--- config.mk ---
export PLATFORM = sky130hd
export DESIGN_NAME = hc_packet_tx_source
export DESIGN_NICKNAME = d
export VERILOG_FILES = /design/src/rtl/header_creator_pkg.sv /design/src/rtl/hc_tx_beat_buffer.sv /design/src/rtl/hc_packet_tx_source.sv
export SDC_FILE = /design/constraint.sdc
export NUM_CORES = 1
export LEC_CHECK = 0
export ABC_AREA = 1
export CAP_MARGIN = 20
export CORE_ASPECT_RATIO = 0.75
export CORE_MARGIN = 2
export CORE_UTILIZATION = 50
export CTS_BUF_LIST = sky130_fd_sc_hd__clkbuf_8 sky130_fd_sc_hd__clkbuf_16
export CTS_CLUSTER_DIAMETER = 40
export DETAILED_ROUTE_END_ITERATION = 6
export PLACE_DENSITY = 0.73
export SLEW_MARGIN = 20
export SYNTH_ARGS = -nofsm -noshare
export SYNTH_HDL_FRONTEND = slang
export SYNTH_HIERARCHICAL = 1
export SYNTH_SLANG_ARGS = --single-unit
--- constraint.sdc ---
create_clock -name CLK -period 4.2 [get_ports CLK]
set_input_delay 0.84 -clock CLK [delete_from_list [all_inputs] [get_ports CLK]]
set_output_delay 0.84 -clock CLK [all_outputs]
set_load 0.02 [all_outputs]
--- src/rtl/header_creator_pkg.sv ---
// Shared types and constants for the header-creator packet interface.
// Holds the transmit-source state encoding and default sizing.
package header_creator_pkg;

  localparam int HC_BUS_WIDTH_BITS = 32;

  localparam int HC_TX_MAX_BEATS  = 16;
  localparam int HC_TX_GAP_CYCLES = 2;

  typedef enum logic [2:0] {
    TX_FILL,
    TX_DRAIN,
    TX_READY,
    TX_SOP,
    TX_STREAM,
    TX_GAP
  } HC_TX_STATES;

endpackage

--- src/rtl/hc_tx_beat_buffer.sv ---
// Packet beat store for the transmit source.
// Flop array with one synchronous write port and an async read port.
module hc_tx_beat_buffer #(
    parameter int DEPTH = 16,
    parameter int W     = 32,
    parameter int AW    = 4
) (
    input  logic          CLK,
    input  logic          wr_en,
    input  logic [AW-1:0] wr_addr,
    input  logic [W-1:0]  wr_data,
    input  logic [AW-1:0] rd_addr,
    output logic [W-1:0]  rd_data
);

    logic [W-1:0] mem [DEPTH];

    always_ff @(posedge CLK) begin
        if (wr_en) begin
            mem[wr_addr] <= wr_data;
        end
    end

    assign rd_data = mem[rd_addr];

endmodule

--- src/rtl/hc_packet_tx_source.sv ---
// Stores one upstream packet and replays it to a header creator on request:
// SOP pulse, contiguous beats with EOP on the last, then a short idle gap.
module hc_packet_tx_source
    import header_creator_pkg::*;
#(
    parameter int BUS_W      = HC_BUS_WIDTH_BITS,
    parameter int MAX_BEATS  = HC_TX_MAX_BEATS,
    parameter int GAP_CYCLES = HC_TX_GAP_CYCLES
) (
    input  logic             CLK,
    input  logic             reset,
    input  logic             wr_valid_i,
    input  logic [BUS_W-1:0] wr_data_i,
    input  logic             wr_last_i,
    output logic             wr_ready_o,
    input  logic             packet_read_req_i,
    output logic             start_of_packet_o,
    output logic [BUS_W-1:0] packet_bus_o,
    output logic             beat_valid_o,
    output logic             end_of_packet_o,
    output logic             overflow_o,
    output logic [15:0]      tx_count_o
);

    localparam int AW = (MAX_BEATS > 1) ? $clog2(MAX_BEATS) : 1;
    localparam int PW = $clog2(MAX_BEATS) + 1;
    localparam int GW = (GAP_CYCLES > 1) ? $clog2(GAP_CYCLES) : 1;

    HC_TX_STATES state, state_n;

    logic [PW-1:0]    wr_ptr, wr_ptr_n;
    logic [PW-1:0]    rd_ptr, rd_ptr_n;
    logic [PW-1:0]    len, len_n;
    logic [GW-1:0]    gap_ctr, gap_ctr_n;
    logic [15:0]      tx_count, tx_count_n;
    logic             overflow_q, overflow_n;
    logic             mem_we;
    logic             accept;
    logic             last_beat;
    logic [BUS_W-1:0] rd_data;

    hc_tx_beat_buffer #(
        .DEPTH (MAX_BEATS),
        .W     (BUS_W),
        .AW    (AW)
    ) u_buf (
        .CLK     (CLK),
        .wr_en   (mem_we),
        .wr_addr (wr_ptr[AW-1:0]),
        .wr_data (wr_data_i),
        .rd_addr (rd_ptr[AW-1:0]),
        .rd_data (rd_data)
    );

    assign wr_ready_o = (state == TX_FILL) || (state == TX_DRAIN);
    assign accept     = wr_valid_i && wr_ready_o;
    assign last_beat  = (rd_ptr == len - PW'(1));

    always_comb begin
        state_n    = state;
        wr_ptr_n   = wr_ptr;
        rd_ptr_n   = rd_ptr;
        len_n      = len;
        gap_ctr_n  = gap_ctr;
        tx_count_n = tx_count;
        overflow_n = 1'b0;
        mem_we     = 1'b0;
        unique case (state)
            TX_FILL: begin
                if (accept) begin
                    mem_we   = 1'b1;
                    wr_ptr_n = wr_ptr + PW'(1);
                    if (wr_last_i) begin
                        len_n   = wr_ptr + PW'(1);
                        state_n = TX_READY;
                    end else if (wr_ptr == PW'(MAX_BEATS - 1)) begin
                        len_n      = PW'(MAX_BEATS);
                        overflow_n = 1'b1;
                        state_n    = TX_DRAIN;
                    end
                end
            end
            TX_DRAIN: begin
                if (accept && wr_last_i) begin
                    state_n = TX_READY;
                end
            end
            TX_READY: begin
                if (packet_read_req_i) begin
                    state_n = TX_SOP;
                end
            end
            TX_SOP: begin
                rd_ptr_n = '0;
                state_n  = TX_STREAM;
            end
            TX_STREAM: begin
                rd_ptr_n = rd_ptr + PW'(1);
                if (last_beat) begin
                    tx_count_n = tx_count + 16'd1;
                    gap_ctr_n  = '0;
                    if (GAP_CYCLES == 0) begin
                        wr_ptr_n = '0;
                        state_n  = TX_FILL;
                    end else begin
                        state_n = TX_GAP;
                    end
                end
            end
            TX_GAP: begin
                if (gap_ctr == GW'(GAP_CYCLES - 1)) begin
                    gap_ctr_n = '0;
                    wr_ptr_n  = '0;
                    state_n   = TX_FILL;
                end else begin
                    gap_ctr_n = gap_ctr + GW'(1);
                end
            end
            default: begin
                state_n = TX_FILL;
            end
        endcase
    end

    always_ff @(posedge CLK) begin
        if (reset) begin
            state      <= TX_FILL;
            wr_ptr     <= '0;
            rd_ptr     <= '0;
            len        <= '0;
            gap_ctr    <= '0;
            tx_count   <= '0;
            overflow_q <= 1'b0;
        end else begin
            state      <= state_n;
            wr_ptr     <= wr_ptr_n;
            rd_ptr     <= rd_ptr_n;
            len        <= len_n;
            gap_ctr    <= gap_ctr_n;
            tx_count   <= tx_count_n;
            overflow_q <= overflow_n;
        end
    end

    assign start_of_packet_o = (state == TX_SOP);
    assign beat_valid_o      = (state == TX_STREAM);
    assign end_of_packet_o   = beat_valid_o && last_beat;
    assign packet_bus_o      = beat_valid_o ? rd_data : '0;
    assign overflow_o        = overflow_q;
    assign tx_count_o        = tx_count;

endmodule
### Yosys cells after proc, flatten, opt, wreduce, memory -nomap -nowiden

Memory sizes are Yosys's and may differ from the RTL's. A register that Yosys moved wholly into a read port is not among the register bits.
Index checks and enable logic that the tools add are counted.

| cells by class | value |
|---|---|
| add/sub/neg operators | 5 |
| equality and inequality tests | 13 |
| multiplexer cells | 25 |
| bitwise operators | 2 |
| reductions and logical operators | 15 |

Operators with widths:

| cell | number |
|---|---|
| 32-bit 2-to-1 mux | 1 |
| 3-bit 2-to-1 mux | 7 |
| 5-bit 2-to-1 mux | 4 |
| 5-bit case mux with 2 select lines | 2 |
| 3-bit case mux with 6 select lines | 1 |
| 16-bit by 1-bit adder with 16-bit output, second input constant | 1 |
| 5-bit by 1-bit adder with 5-bit output, second input constant | 2 |
| 4-bit 2-to-1 mux | 2 |
| 2-bit nonzero test | 4 |
| 1-bit 2-to-1 mux | 7 |
| 3-bit by 2-bit == test with 1-bit output, second input constant | 2 |
| 3-bit == test, second input constant | 2 |
| 2-bit inequality test, second input constant | 3 |
| 3-bit AND reduction | 2 |
| 6-bit AND reduction | 1 |
| 5-bit by 4-bit == test with 1-bit output, second input constant | 1 |
| 5-bit == test | 1 |
| 5-bit by 1-bit subtractor with 5-bit output, second input constant | 1 |
| 2-bit by 1-bit inequality test with 1-bit output, second input constant | 2 |
| 2-bit AND reduction | 2 |
| 4-bit OR reduction | 1 |
| 3-bit by 1-bit == test with 1-bit output, second input constant | 1 |
| 1-bit logical AND | 3 |
| 3-bit logical NOT | 1 |
| 5 further kinds | 6 |

| storage, ports and cells | value |
|---|---|
| bits in registers | 36 |
| memory bits (writable) | 512 |
| input bits | 37 |
| output and inout bits | 53 |
| word-level logic and storage cells | 68 |
| memories kept | 1 |

Memories:

| name | depth | width | read ports | clocked after Yosys merged registers in | wr ports | line | text |
|---|---|---|---|---|---|---|---|
| u_buf.mem | 16 | 32 | 1 | 1 | 1 | hc_tx_beat_buffer.sv:16 | `logic [W-1:0] mem [DEPTH];` |

### Longest topological paths before layout

Gate-level depths: netlist of run 1.

| depth | value |
|---|---|
| word-level depth | 7 |
| mapped depth | 14 |

### Modules after synthesis

The synthesis of run 1 kept the hierarchy.

Modules (own cells, without submodules):

| module | instances | cells an instance | area an instance (µm²) | seq. area each (µm²) |
|---|---|---|---|---|
| hc_tx_beat_buffer | 1 | 2,088 | 22,089.9 | 15,374.7 |
| hc_packet_tx_source | 1 | 387 | 2,342.2 | 720.7 |

### Worst setup path before layout of run 1

No wires, ideal clock.

| path | value |
|---|---|
| kind | in2reg |
| start | input wr_valid_i |
| end | memory u_buf.mem[12][0], enable pin |
| arrival time | 2.606 ns |
| setup slack | 1.173 ns |
| cell stages on the path | 4 |
| path buffers | 0 |
| cells stage by stage | nand2_1 inv_2 nand3_1 nor2_1 |

| on the way | value |
|---|---|
| word-level cells in the longest chain between the ends | 5 |

Ends and longest elaborated chain:

| element | line | text |
|---|---|---|
| start: declaration | hc_packet_tx_source.sv:12 | `input logic wr_valid_i,` |
| 1-bit logical AND | hc_packet_tx_source.sv:56 | `assign accept = wr_valid_i && wr_ready_o;` |
| 1-bit 2-to-1 mux | hc_packet_tx_source.sv:70 | `if (accept) begin` |
| 1-bit 2-to-1 mux | hc_packet_tx_source.sv:68 | `unique case (state)` |
| via mem_we | hc_packet_tx_source.sv:37 | `logic mem_we;` |
| 1-bit 2-to-1 mux | hc_tx_beat_buffer.sv:19 | `if (wr_en) begin` |
| 1-bit 2-to-1 mux (not written as such) | hc_tx_beat_buffer.sv:20 | `mem[wr_addr] <= wr_data;` |
| end: declaration | hc_tx_beat_buffer.sv:16 |  |

The timed path passes the listed nets, and every way through them passes these cells.

==> results of run 1 <==
-- power groups by stage --
| stage | clock, mW | combinational [mW] | sequential [mW] |
|---|---|---|---|
| CTS | 4.76 | 0.710 | 6.12 |
| finish | 4.68 | 0.710 | 6.12 |
| global route | 4.98 | 0.792 | 6.13 |
| detailed placement | 0 | 0.705 | 6.24 |
| floorplan | 0 | 0.414 | 6.24 |
| global placement | 0 | 0.684 | 6.23 |
-- state kept, by name, summed over array words and instances (netlist names) --
signal      flops
gap_ctr         1
u_buf/mem     512
wr_ptr          5
tx_count_o     16
overflow_o      1
state           3
rd_ptr          5
len             5
-- cells in the mapped netlist (3+ instances only) --
cell,number
clkbuf_1,16
o21ai_0,11
o21ai_2,3
inv_1,465
xor2_1,8
buf_4,7
nand3_1,399
edfxtp_1,512
nand4_1,7
inv_2,6
nor2_1,74
ha_1,5
buf_2,45
a21oi_1,31
nor3_1,10
dfxtp_1,36
nand3b_1,3
nand2_1,772
buf_1,15
buf_6,31
-- worst min-delay path by stage --
stage,startpoint,endpoint,cells after the start
2_1_floorplan,len[1]$_SDFFE_PP0P_,len[1]$_SDFFE_PP0P_,2
3_3_place_gp,wr_ptr[4]$_SDFFE_PP0P_,wr_ptr[4]$_SDFFE_PP0P_,2
3_5_place_dp,len[1]$_SDFFE_PP0P_,len[1]$_SDFFE_PP0P_,2
4_1_cts,len[1]$_SDFFE_PP0P_,len[1]$_SDFFE_PP0P_,2
5_1_grt,len[1]$_SDFFE_PP0P_,len[1]$_SDFFE_PP0P_,2
6_report,len[1]$_SDFFE_PP0P_,len[1]$_SDFFE_PP0P_,2
-- worst max-delay path: cells and delay by family, from the launching register on --
family	cells	cell delay, ps
buf+inv	4	1430
simple gates	5	620
flops	1	480
-- metal layers --
metal  GRT usage  up-vias
li1            -     8076
met1       0.332     8106
met2       0.380      768
met3      0.0405       85
met4      0.0532        0
met5           0        -
-- cells in the final DEF, fill, tap and decap left out, types with 3 or more instances in the layout --
cell type	n
inv_1	478
nor2_1	58
nand3_1	399
buf_4	18
dfxtp_1	32
xor2_1	8
nor2_4	16
clkinv_1	16
ha_1	5
nand2_1	772
clkdlybuf4s50_1	89
buf_12	21
o21ai_0	11
nand4_1	7
a21oi_1	31
edfxtp_1	512
clkinv_2	6
clkbuf_16	58
nand3b_1	3
inv_2	6
nor3_1	10
o21ai_2	3
-- final cells by class --
| cell class | instances | area [um2] |
|---|---|---|
| well taps | 648 | 811 |
| multi-input cells | 1339 | 5910 |
| clock buffers | 58 | 1450 |
| repair buffers | 129 | 1470 |
| clock inverters | 45 | 284 |
| inverters | 473 | 1790 |
| flip-flops and latches | 548 | 16100 |
| fillers | 4003 | 20700 |
| diodes | 1 | 2.50 |
-- stage by stage --
step	setup WS [ps]	util
6_report	201	0.573
5_1_grt	15.6	0.573
4_1_cts	109	0.573
3_5_place_dp	737	0.537
3_3_place_gp	703	0.537
2_1_floorplan	1170	-
-- cells by family (layout without fill, tap and decap cells) --
group	Yosys count	after routing	synth area share
XOR/XNOR	10	10	0.00359
AO/OA/AOI/OAI	51	51	0.0119
adder cells (fa/ha/maj)	5	5	0.00256
other	0	1	0
AND/OR/NAND/NOR	1273	1273	0.219
buffers and inverters	588	705	0.104
flip-flops	548	548	0.659
-- repair_timing --
item,4_1_cts,5_1_grt
setup buffers,0,1
hold buffers,0,0
setup endpoints to repair,0,2
gates resized for setup,0,0
==> summary by stage, run 1 <==
Timing
The count of endpoints failing hold in the final timing report is 0. The smallest hold slack is 467 ps. After routing, the total negative slack on setup checks comes to 0 ps.

The post-route clock skew is about 23 ps. Setup repair after global routing left no endpoint under its margin. The share of the clock period used by the worst path after layout is 0.952. The slew of the pin with the lowest slew margin is just under 800 ps.

The setup violation total in the final timing report is 0. The final critical delay including setup and external delays is 4000 ps. The maximum frequency from static timing analysis is 250 MHz. The number of max-slew violations in the final report is 0. Headroom to the max-slew limit came out at 0.479.

Clock tree
The clock passes through at most 3 buffers. The clock latency of the later-clocked register in the worst-skew pair is 600 ps. The H-tree depth is 2. The TritonCTS clock tree is done. The clock input transition at the sequential cells of the worst setup and hold paths is 60 ps. The tree is rooted in a clkbuf_16.

The clock net in this run drives a total of 548 sinks. TritonCTS created 56 clock buffers.

Floorplan
The die boundary height is 195 um. The x dimension of the die is 259 um. The standard cell core area is 48,500 um2.

The die area is 50,700 um2. The number of cell rows is 70. For this configuration, the core starts out at a cell density of 0.504. The I/O pin count is 90.

Finish
The synthesis-to-finish area growth is 13.9%. Summing all non-filler instances in the final layout gives an area of 27,800 um2. Of the cells placed in the final design, the portion with a size suffix greater than 1 is 0.0590. In the final design database the tool counted 2,589 nets. Once layout is complete, the cells apart from fillers number 3,241.

GRT
The number of global-route vias before repair came to between 15k and 20k. Entering global routing, the biggest net connects ~120 pins. The first global-routing pass estimated 92,300 um of wire. The total overflow left after global routing is 0. The overall global routing resource usage is 0.234. The initial antenna violation count is 1.

Power and ir drop
The post-layout total power is 11.5 mW. The proportion of power drawn by combinational gates is 0.062. The internal power of the cells totals a little under 9 mW. For this design the ratio of total power to cell area is ~410 nW/um2. The power dissipated by switching net loads is 2.59 mW. Of the total power, the clock network draws 0.407.

The share of total power dissipated in sequential elements is 0.532. Across the VDD grid, the largest voltage drop is 334 uV. The total leakage power is 11.7 nW. The switching power as a share of total power is 0.225.

Route
After detailed routing, the met2 layer carries 27,600 um of wire. The number of routed nets with antenna violations is 0. In this run, the number of DRC markers left after iteration 0 of detailed routing was 1,844. The wire length after detailed routing is ~59,000 um.

After detailed routing, the met3 layer carries slightly above 5000 um of wire. In the routed layout, each cell is associated on average with a via count of 5.26. The detailed-route via count is 17.0k. The detailed-routing iteration count for the pre-antenna-repair pass is 6. The routed length on met1 is approximately 25,000 um.

After detailed routing, no signal wire sits above met4. The per-cell routed wire length is 18.2 um. The detailed-route DRC error count is 0.

Hold path
The tightest min-delay check is of the flip-flop to flip-flop type.

Worst setup path
The setup check on the worst reg-to-reg path leaves a slack of 1480 ps. Counting cells, the worst reg-to-reg path comes to 8. The delay of the slowest cell on the worst path is 620 ps. The required time of the critical path is around 3400 ps. The endpoint identified for the worst register-to-register timing path is u_buf/mem[11][5]$_DFFE_PP_. The type of destination of the critical path is an output port. Traced cell by cell, the critical path runs through inv_4 > buf_12 > nand3_1 > nand3_1 > nand3_1 > nand2_1 > inv_1 > nor2_1 > clkdlybuf4s50_1. The startpoint identified for the worst register-to-register timing path is state[1]$_SDFFE_PP0P_. The startpoint of the most critical setup path is rd_ptr[1]$_SDFFE_PP0P_. The critical path is of the flip-flop to output port type.

At the worst endpoint, the arrival time is 3160 ps. On the critical path, the stage with the largest delay is an instance of clkdlybuf4s50_1. The timing endpoint of the critical path is packet_bus_o[20]. The cell repeated most along the worst path is nand3_1. The worst setup path is launched from a flip-flop. In this run the worst path has a maximum fanout of 55.

Synthesis
Dividing the synthesized area by the synthesized cell count gives 9.87 um2. The net count after synthesis is 2,517. The share of async-settable or async-resettable flops after synthesis is 0. The total of warnings raised by yosys is 6. The top cell type by total area after synthesis is edfxtp_1. The post-synthesis cell area is around 24,000 um2. The sequential area share after synthesis is 0.659. The share of synthesized area in the top cell type comes to 0.629. The post-synthesis instance total is 2,475. The flip-flop cell with the highest count after synthesis is edfxtp_1. Yosys attributes the largest share of cell area to edfxtp_1, nand2_1, nand3_1. The synthesized design contains about 550 register bits. The number of flops mapped to enable cells by yosys is just over 500. In this run, distinct cell masters in the synthesized netlist total 34.

Placed design
The post-placement cell count is 3,136. The total half-perimeter wirelength after legalization and detailed placement is 32,000 um. The count of buffers added on input and output ports is 89. The final weighted congestion in routability-driven placement is 0.836.

After detailed placement, the total cell area comes to 26,100 um2.

Run
Across the run, the number of max-cap violations was 0.

Run status
The flow ran to the end, and the final reports show no timing, DRC or antenna violations.
Note: power is estimated with default switching activity, not from simulation.
==> inputs of run 2 (changes only) <==
==> constraint.sdc (replaced) <==
create_clock -name CLK -period 4.7 [get_ports CLK]
set_input_delay 0.94 -clock CLK [delete_from_list [all_inputs] [get_ports CLK]]
set_output_delay 0.94 -clock CLK [all_outputs]
set_load 0.02 [all_outputs]
==> run 2 against run 1 <==
  * Via count down 0.94%
  * Final cell count about the same
  * Largest power group unchanged
  * Hold slack better by 2.2 ps
  * Cell area up 0.71%
  * Global-route usage down 0.46 points
  * Highest routed layer unchanged
==> summary by stage, run 2 (synthesis results as in run 1) <==
Run status
The flow ran to the end, and the final reports show no timing, DRC or antenna violations.

Timing
The total negative slack is 0 ps. Counting I/O delays and the setup requirement, the final critical path takes 4270 ps. The maximum frequency from static timing analysis is about 230 MHz.

Across all hold checks on the routed design, the worst slack comes to 470 ps. The number of max-slew violations in the final report is 0. The share of the clock period used by the worst path after layout is 0.908.

The max-slew headroom at the worst pin is 0.232. The post-route clock skew is about 19 ps. The count of endpoints failing hold in the final timing report is 0. The setup violation total in the final timing report is 0. Setup repair after global routing left no endpoint under its margin.

The slew of the pin with the lowest slew margin is 1150 ps.

Route
The sum of met2 wire segment lengths after detailed routing is between 20,000 and 30,000 um. In the routed layout, each cell is associated on average with a via count of 5.21. The per-cell routed wire length is 17.9 um.

The top routing layer in use is met4. In the routed design, unresolved DRC markers number 0. For this run, the detailed router's first-pass iteration total came to 5.

The routed length on met3 is 4710 um. After detailed routing, the wire length on met1 is between 20,000 and 30,000 um. For this block, the initial DRC count from the detailed router was 1,835.

The number of routed nets with antenna violations is 0. After detailed routing, the total wire length is between 50,000 and 60,000 um. The detailed-route via count is 16.9k.

Hold path
In this run the worst hold path is classified as flip-flop to flip-flop. The path with the worst hold slack has its endpoint at wr_ptr[4]$_SDFFE_PP0P_. The startpoint of the tightest hold check path is wr_ptr[4]$_SDFFE_PP0P_. The worst hold path stage count is 2.

Finish
The commonest non-fill, non-tap cell in the layout is nand2_1. The flip-flop count of the largest register after layout is around 510. The diode insertion count for antenna repair is 0. The total of fill cells in the finished design is 3,929. The largest register by flop count is u_buf/mem.

Summing all multi-input logic gate instances after layout gives 5910 um2. The synthesis-to-finish area growth is 14.7%. The share of the core filled with cells is 0.578. The net count of the finished layout is 2,590. The footprint of the flip-flops and latches is 16,100 um2. In the layout the commonest cells are nand2_1, edfxtp_1, inv_1.

Of the cells placed in the final design, the portion with a size suffix greater than 1 is 0.0652.

Floorplan
The I/O pin count is 90. The floorplan has 70 rows. The floorplan step defined a die boundary enclosing between 50,000 and 60,000 um2. For this configuration, the core starts out at a cell density of 0.504. The standard cell core area is around 49,000 um2. Measured along the y axis, the die boundary spans ~200 um. The x dimension of the die is 259 um.

Worst setup path
The required time of the critical path is approximately 3800 ps. In this run the register-to-register setup slack is 1950 ps. The worst setup path is captured at an output port. The number of cells traversed by the worst register-to-register path is 8. In this design, the stage delay of the slowest critical-path cell is 650 ps.

Together, buffers and inverters on the worst path number 3. The terminus of the critical flop-to-flop path is u_buf/mem[8][5]$_DFFE_PP_. The type of the worst setup path is flip-flop to output port. The most critical setup path has its startpoint at rd_ptr[3]$_SDFFE_PP0P_. Traced cell by cell, the critical path runs through buf_4 > nor2_1 > nor2_1 > nor2_1 > nor2_2 > nand3_2 > inv_2 > clkdlybuf4s50_1. The slowest cell on the critical path is clkdlybuf4s50_1. The cell repeated most along the worst path is nor2_1. The startpoint of the worst register-to-register path is state[1]$_SDFFE_PP0P_. Of all nets on the critical path, the largest fanout is 33. The cell family contributing the most delay on the critical path is buffers and inverters. The kind of launch point of the worst setup path is a flip-flop.

The arrival time reported for the critical path endpoint is 3330 ps.

Clock tree
Post-CTS repair changed the size of 0 cells. CTS built an H-tree with a depth of 2. Clock-pin slew was measured on the worst setup and hold paths at 60 ps. TritonCTS built the clock tree.

The clock passes through at most 3 buffers. CTS saw 548 sinks. Clock tree synthesis selected as its root buffer the cell clkbuf_16.

Hold repair after CTS inserted 0 buffers. For the worst-skew pair, the clock arrives at the later sink with an insertion delay of 600 ps. In this run, CTS created clock tree buffers numbering 60. The number of setup buffers added after CTS is 0.

GRT
For this run the aggregate overflow at the end of global routing stands at 0. The overall global routing resource usage is 0.230. The maximum number of pins on one net before global-route repair is around 180. The initial antenna violation count was 0.

The wire length of the first global-routing pass is 90,500 um. The number of global-route vias before repair was 16.4k.

Power and ir drop
Overall power consumption after layout is estimated at 10.9 mW. The analysis attributes to cell leakage a power of roughly 12 nW. The power density over cell area is around 390 nW/um2. The maximum VDD drop is 329 uV.

Placed design
The total half-perimeter wirelength after legalization and detailed placement is around 32,000 um. The count of buffers added on input and output ports is 89. The congestion estimate from routability-driven global placement came to 0.850.

Run
The count of maximum capacitance violations is 0.
run 2: how the worst max path moves through the flow:
stage | endpoint | slack, ps | cells past startpoint
after floorplan | u_buf/mem[12][0]$_DFFE_PP_ | 1570 | 4
after global placement | u_buf/mem[14][13]$_DFFE_PP_ | 1090 | 5
after detailed placement | end_of_packet_o | 1040 | 8
after CTS | end_of_packet_o | 420 | 8
after global routing | end_of_packet_o | 200 | 8
final | end_of_packet_o | 430 | 8
run 2: final cells by class:
type / count / area share
tap: 648 / 0.0289
clock inverter: 46 / 0.0173
clock buffer: 62 / 0.0550
sequential: 548 / 0.575
inverter: 473 / 0.0637
timing repair buffer: 126 / 0.0494
multi-input combinational: 1339 / 0.211
run 2: metrics by stage:
stage | worst slack [ps] | instances | area, um2
floorplan | 1570 | 2475 | 24400
global placement | 1090 | 3132 | 25900
detailed placement | 1040 | 3134 | 26000
CTS | 419 | 3242 | 28000
global route | 197 | 3242 | 28000
finish | 430 | 3242 | 28000
run 2: per-layer routing:
| metal | vias up | global-route usage |
|---|---|---|
| li1 | 8098 | - |
| met1 | 7989 | 0.326 |
| met2 | 696 | 0.369 |
| met3 | 92 | 0.0391 |
| met4 | 0 | 0.0607 |
| met5 | - | 0 |
run 2: report_power, final:
group	total, mW	leakage [nW]	internal (mW)	switching, mW
logic	0.621	5.81	0.186	0.435
registers	5.47	4.91	5.44	0.0311
clock network	4.77	1.02	2.87	1.90
total	10.9	11.7	8.50	2.37
run 2: tightest hold or removal path: stages (launching register included):
cell     delay, ps
dfxtp_1        310
nand2_1         60
a21oi_1         50
